$ cat src/rtl/flag_sched_pkg.sv
// Shared ISA constants for the flag scheduler: writer opcodes, branch
// condition codes and the branch-hazard FSM state encoding.
package flag_sched_pkg;

    localparam logic [3:0] OP_ADD = 4'b0000;
    localparam logic [3:0] OP_SUB = 4'b0001;
    localparam logic [3:0] OP_XOR = 4'b0010;
    localparam logic [3:0] OP_SLL = 4'b0100;
    localparam logic [3:0] OP_SRA = 4'b0101;
    localparam logic [3:0] OP_ROR = 4'b0110;

    typedef enum logic [2:0] {
        CC_NE  = 3'b000,
        CC_EQ  = 3'b001,
        CC_GT  = 3'b010,
        CC_LT  = 3'b011,
        CC_GTE = 3'b100,
        CC_LTE = 3'b101,
        CC_OV  = 3'b110,
        CC_AL  = 3'b111
    } ccc_e;

    typedef enum logic {
        ST_RUN  = 1'b0,
        ST_HOLD = 1'b1
    } state_e;

    // Flags written by an opcode, packed as {Z, N, V}.
    function automatic logic [2:0] flag_writes(input logic [3:0] op);
        logic [2:0] w;
        case (op)
            OP_ADD, OP_SUB:                 w = 3'b111;
            OP_XOR, OP_SLL, OP_SRA, OP_ROR: w = 3'b100;
            default:                        w = 3'b000;
        endcase
        return w;
    endfunction

endpackage

$ cat src/rtl/flag_sched_cond_eval.sv
// Combinational branch condition evaluator: ccc and current flags -> taken.
module cond_eval
    import flag_sched_pkg::*;
(
    input  logic [2:0] ccc_i,
    input  logic       z_i,
    input  logic       n_i,
    input  logic       v_i,
    output logic       taken_o
);

    // Decode the condition code against the flag values.
    always_comb begin
        taken_o = 1'b0;
        case (ccc_e'(ccc_i))
            CC_NE:   taken_o = ~z_i;
            CC_EQ:   taken_o = z_i;
            CC_GT:   taken_o = ~z_i & ~n_i;
            CC_LT:   taken_o = n_i;
            CC_GTE:  taken_o = z_i | ~n_i;
            CC_LTE:  taken_o = n_i | z_i;
            CC_OV:   taken_o = v_i;
            CC_AL:   taken_o = 1'b1;
            default: taken_o = 1'b0;
        endcase
    end

endmodule

$ cat src/rtl/flag_sched.sv
// Flag write-enable generation and branch/flag hazard scheduling: a branch
// in ID that depends on flags being written in EX is held for one cycle.
module flag_sched
    import flag_sched_pkg::*;
(
    input  logic        clk,
    input  logic        rst,
    input  logic        ex_valid,
    input  logic        ex_flush,
    input  logic [3:0]  ex_opcode,
    input  logic        stall_in,
    input  logic        id_branch,
    input  logic [2:0]  id_ccc,
    input  logic        flag_Z,
    input  logic        flag_N,
    input  logic        flag_V,
    output logic        en_Z,
    output logic        en_N,
    output logic        en_V,
    output logic        branch_stall,
    output logic        branch_resolve,
    output logic        branch_taken,
    output logic [15:0] stall_cnt
);

    state_e      state_q, state_d;
    logic [15:0] stall_cnt_q, stall_cnt_d;
    logic [2:0]  writes;
    logic        ex_live;
    logic        hazard;
    logic        cond_taken;
    logic        stall_raw, resolve_raw;

    assign writes  = flag_writes(ex_opcode);
    assign ex_live = ex_valid & ~ex_flush & ~stall_in;
    assign en_Z    = ex_live & writes[2];
    assign en_N    = ex_live & writes[1];
    assign en_V    = ex_live & writes[0];

    assign hazard = (state_q == ST_RUN) & id_branch & ~stall_in & (en_Z | en_N | en_V);

    cond_eval u_cond_eval (
        .ccc_i   (id_ccc),
        .z_i     (flag_Z),
        .n_i     (flag_N),
        .v_i     (flag_V),
        .taken_o (cond_taken)
    );

    // Next-state and stall/resolve decode for the hazard FSM.
    always_comb begin
        state_d     = state_q;
        stall_raw   = 1'b0;
        resolve_raw = 1'b0;
        case (state_q)
            ST_RUN: begin
                if (hazard) begin
                    stall_raw = 1'b1;
                    state_d   = ST_HOLD;
                end else if (id_branch && !stall_in) begin
                    resolve_raw = 1'b1;
                end else begin
                    state_d = ST_RUN;
                end
            end
            ST_HOLD: begin
                if (!stall_in) begin
                    resolve_raw = 1'b1;
                    state_d     = ST_RUN;
                end else begin
                    state_d = ST_HOLD;
                end
            end
            default: state_d = ST_RUN;
        endcase
    end

    // A reset cycle suppresses stall/resolve so a pending HOLD is abandoned.
    assign branch_stall   = stall_raw & ~rst;
    assign branch_resolve = resolve_raw & ~rst;
    assign branch_taken   = branch_resolve & cond_taken;

    // Saturating count of branch-hazard stall cycles.
    always_comb begin
        if (branch_stall && (stall_cnt_q != 16'hFFFF)) begin
            stall_cnt_d = stall_cnt_q + 16'd1;
        end else begin
            stall_cnt_d = stall_cnt_q;
        end
    end

    // State and counter registers with synchronous reset.
    always_ff @(posedge clk) begin
        if (rst) begin
            state_q     <= ST_RUN;
            stall_cnt_q <= 16'd0;
        end else begin
            state_q     <= state_d;
            stall_cnt_q <= stall_cnt_d;
        end
    end

    assign stall_cnt = stall_cnt_q;

endmodule

$ cat config.mk
export PLATFORM = sky130hd
export DESIGN_NAME = flag_sched
export DESIGN_NICKNAME = d
export VERILOG_FILES = /design/src/rtl/flag_sched_pkg.sv /design/src/rtl/flag_sched_cond_eval.sv /design/src/rtl/flag_sched.sv
export SDC_FILE = /design/constraint.sdc
export NUM_CORES = 1
export LEC_CHECK = 0
export BUFFER_PORTS_ARGS = -buffer_cell sky130_fd_sc_hd__buf_2
export CAP_MARGIN = 20
export CORE_MARGIN = 4
export CORE_UTILIZATION = 44
export CTS_CLUSTER_DIAMETER = 150
export DETAILED_ROUTE_END_ITERATION = 8
export GPL_TIMING_DRIVEN = 0
export PLACE_DENSITY = 0.82
export SLEW_MARGIN = 40
export SYNTH_ARGS = -nofsm -noshare
export SYNTH_HDL_FRONTEND = slang
export SYNTH_SLANG_ARGS = --single-unit
$ cat constraint.sdc
create_clock -name clk -period 1.7 [get_ports clk]
set_clock_uncertainty 0.1 [all_clocks]
set_input_delay 0.085 -clock clk [delete_from_list [all_inputs] [get_ports clk]]
set_output_delay 0.085 -clock clk [all_outputs]
set_load 0.01 [all_outputs]
==> key figures <==
Power and ir drop
  • Pleak: 0.671 nW
  • Pwr/cell area: 424 mW/mm2
  • Total power: 0.709 mW
  • Worst vdd ir: 0.000366 V

Synth
  • Flops & latches, synth: 17
  • Asr flop ratio synth: 0%
  • Syn_area_per_cell: 8.45 um2
  • Dominant synthesized flop cell: dfxtp_1
  • YS warnings: 0
  • Post-Syn Area: 0.00108 mm2
  • Post-Syn Nets: 145
  • Post-synth EDFFs: 0
  • Yosys cell types: 39
  • Top cells by area, synth: dfxtp_1, mux2_2, nor2b_1
  • Mapped Cells: 128
  • Leading area contributor after synthesis: dfxtp_1
  • Synth top area share: 31.5%
  • Post-synthesis sequential area ratio: 31.5%

Status
  • Status: complete, but fails checks
  • Violated checks: setup timing

Route
  • Final wirelength: 3630 um
  • Number of nets still failing antenna checks after routing: 0
  • DRT Pass-1 Iters: 4
  • Routed len/inst: 17.2 um
  • Via count: 1322
  • Drt via density: 6.27
  • DR DRC count: 0
  • Drt initial violations: 52

Floorplan
  • Starting Density: 47.5%
  • # IOs: 38
  • Full die area: 0.00331 mm2
  • Num rows: 17
  • Core Box Area: 0.00228 mm2
  • Die Wd: 57.6 um
  • Die Ht: 57.6 um

Job
  • Max-cap check violation count: 0

Timing
  • Final setup vio count: 8
  • Final critical-path required period: 1.80 ns
  • Unrepaired setup endpoints after global routing: true
  • Fmax: 0.557 GHz
  • Hold Slack: 0.238 ns
  • Part of the cycle the worst path needs: 106%
  • Worst slew margin: 68.4%
  • Worst slew pin tran: 0.473 ns
  • Final setup margin: -0.0951 ns
  • Hold Fails Final Rpt: 0
  • Pins over their slew limit: 0

Clocking
  • Root Buffer: clkbuf_4
  • H-tree levels: 1
  • Clock buffer depth: 2
  • CTS tree: yes
  • Num Clock Sinks: 17
  • TritonCTS Buffers: 3
  • Clk pin slew, worst setup/hold paths: 0.10 ns
  • Clock Latency Late Sink: 0.30 ns

Worst setup path
  • CP startpoint kind: flop
  • Flop-to-flop setup slack: -0.1 ns
  • Critical Path AT: 1.89 ns
  • Family with the most delay on the worst path: flip-flops
  • Worst Path Max Fanout: 5
  • Capture point of the worst reg-to-reg path: stall_cnt[11]
  • Critical R2R Launch: stall_cnt[1]
  • Crit end category: flop
  • Crit path buffers/inverters: 1
  • Slowest-stage cell, CP: dfxtp_4
  • R2r worst-path depth: 6
  • Critical Path RT: 1.80 ns
  • Max incr delay on CP: 0.37 ns
  • Ordered cell list for the critical path: ha_4 -> and3_4 -> nor2b_4 -> buf_8 -> a211oi_2 -> mux2_4
  • WS Path Type: flop to flop

Global route
  • Initial antenna violation count: 0
  • GR Util All Layers: 20.1%
  • First-pass GRT wire length: 5310 um
  • Grt total ovfl: 0
  • Largest net degree at the start of global routing: 11
  • Number of global-route vias before repair: 1176

Final layout
  • Fin nets: 201
  • Layout cells sized above 1: 54.1%
  • Fill cells: 158
  • Final core occ: 73.5%
  • Area grow syn2layout: 54.7%
  • N_diodes: 0

Min path
  • Hold Path Class: input port to flop
  • Hold depth: 5
  • HP Start: id_branch
  • Sink of the worst hold path: stall_cnt[4]

Placement
  • Worst slack at placement: -0.308 ns
  • PortBufs: 36
  • GPL Wtd Cong: 0.750
  • Post-DP HPWL: 2180 um
-- state kept, by name (all words and copies together) (netlist names) --
name / count
stall_cnt: 16
state_q: 1
-- through the flow --
step	setup TNS, ns	std cells	cell area (um2)
after floorplan	-0.0291	128	1140
after global placement	-1.70	192	1360
after detailed placement	-2.39	192	1360
after CTS	-0.344	204	1520
after global routing	-0.818	211	1670
final	-0.279	211	1670
-- worst register-to-register path: cells and delay by family, from the launching register on --
family	cells	cell delay, ns
fa+ha+maj	1	0.15
compound gates	1	0.27
simple gates	2	0.33
buf+inv	1	0.14
flops	1	0.37
mux	1	0.33
-- layout make-up --
type                       instances  area, um2  area share, %
timing repair buffer              51        312           18.6
clock buffer                       4       26.3           1.57
inverter                           1       3.75          0.224
sequential                        17        353           21.1
tap                               28       35.0           2.09
multi-input combinational        105        907           54.2
buffer                             5       36.3           2.17
-- worst max-delay path by stage --
stage               cells past startpoint  slack, ns       endpoint         start
CTS                                     6      -0.07   stall_cnt[5]  stall_cnt[1]
global route                            6      -0.14  stall_cnt[11]  stall_cnt[1]
finish                                  6       -0.1  stall_cnt[11]  stall_cnt[1]
detailed placement                      4      -0.31   stall_cnt[4]  stall_cnt[4]
floorplan                               4      -0.01   stall_cnt[6]  stall_cnt[4]
global placement                        4      -0.22   stall_cnt[6]  stall_cnt[4]
-- report_power, final --
part | switching (mW) | total [mW] | internal (mW)
combinational | 0.0482 | 0.0850 | 0.0368
sequential | 0.000861 | 0.397 | 0.396
clock | 0.136 | 0.227 | 0.0916
-- routing by layer --
metal	vias to the layer above	share of wire, %	GRT usage [%]
li1	606	-	-
met1	648	40	23.8
met2	57	52	34.5
met3	11	6.4	5.43
met4	0	1.7	6.95
met5	-	0	0
-- layout by cell type (no fill, tap or decap), drive strengths merged, types with 2 or more instances in the layout --
cell type	Yosys	layout
a211oi	6	6
and4	3	3
nand4	5	5
o21ai	3	3
and3	2	2
clkbuf	3	6
or4	5	5
nand3	7	7
nor2	10	10
dfxtp	17	17
a211o	2	2
nand2	9	9
buf	2	53
mux2i	2	2
nor4b	2	2
mux2	6	6
nor3	5	5
a21oi	11	11
o31ai	3	3
nand2b	4	4
nor2b	9	9
-- synthesized netlist by cell type, types with 2 or more instances --
library cell   n
mux2_2         6
nand3_1        7
nand2_1        9
or4_1          5
o21ai_0        3
a211o_1        2
o31ai_1        3
and3_1         2
and4_1         2
nand2b_1       4
a211oi_1       6
nor2_1        10
dfxtp_1       17
mux2i_1        2
a21oi_1       11
nor3_1         4
nor2b_1        9
clkbuf_1       3
nand4_1        3
-- cell families (layout without fill, tap and decap cells) --
| kind of cell | after synthesis | in the layout | synth area share, % |
|---|---|---|---|
| adders and majority gates | 1 | 1 | 1.16 |
| DFF | 17 | 17 | 31.5 |
| buffers and inverters | 6 | 61 | 2.43 |
| muxes | 8 | 8 | 8.10 |
| and+or+nand+nor | 65 | 65 | 37.8 |
| AOI/OAI and AO/OA | 31 | 31 | 19.0 |
-- timing repair --
action	CTS	global route
hold buffers	1	0
cloned	1	0
gates resized for setup	15	26
pin swaps	7	10
setup endpoints to repair	15	16
setup buffers	6	7
hold endpoints to repair	1	0
Power figures use the tool's default switching activity.
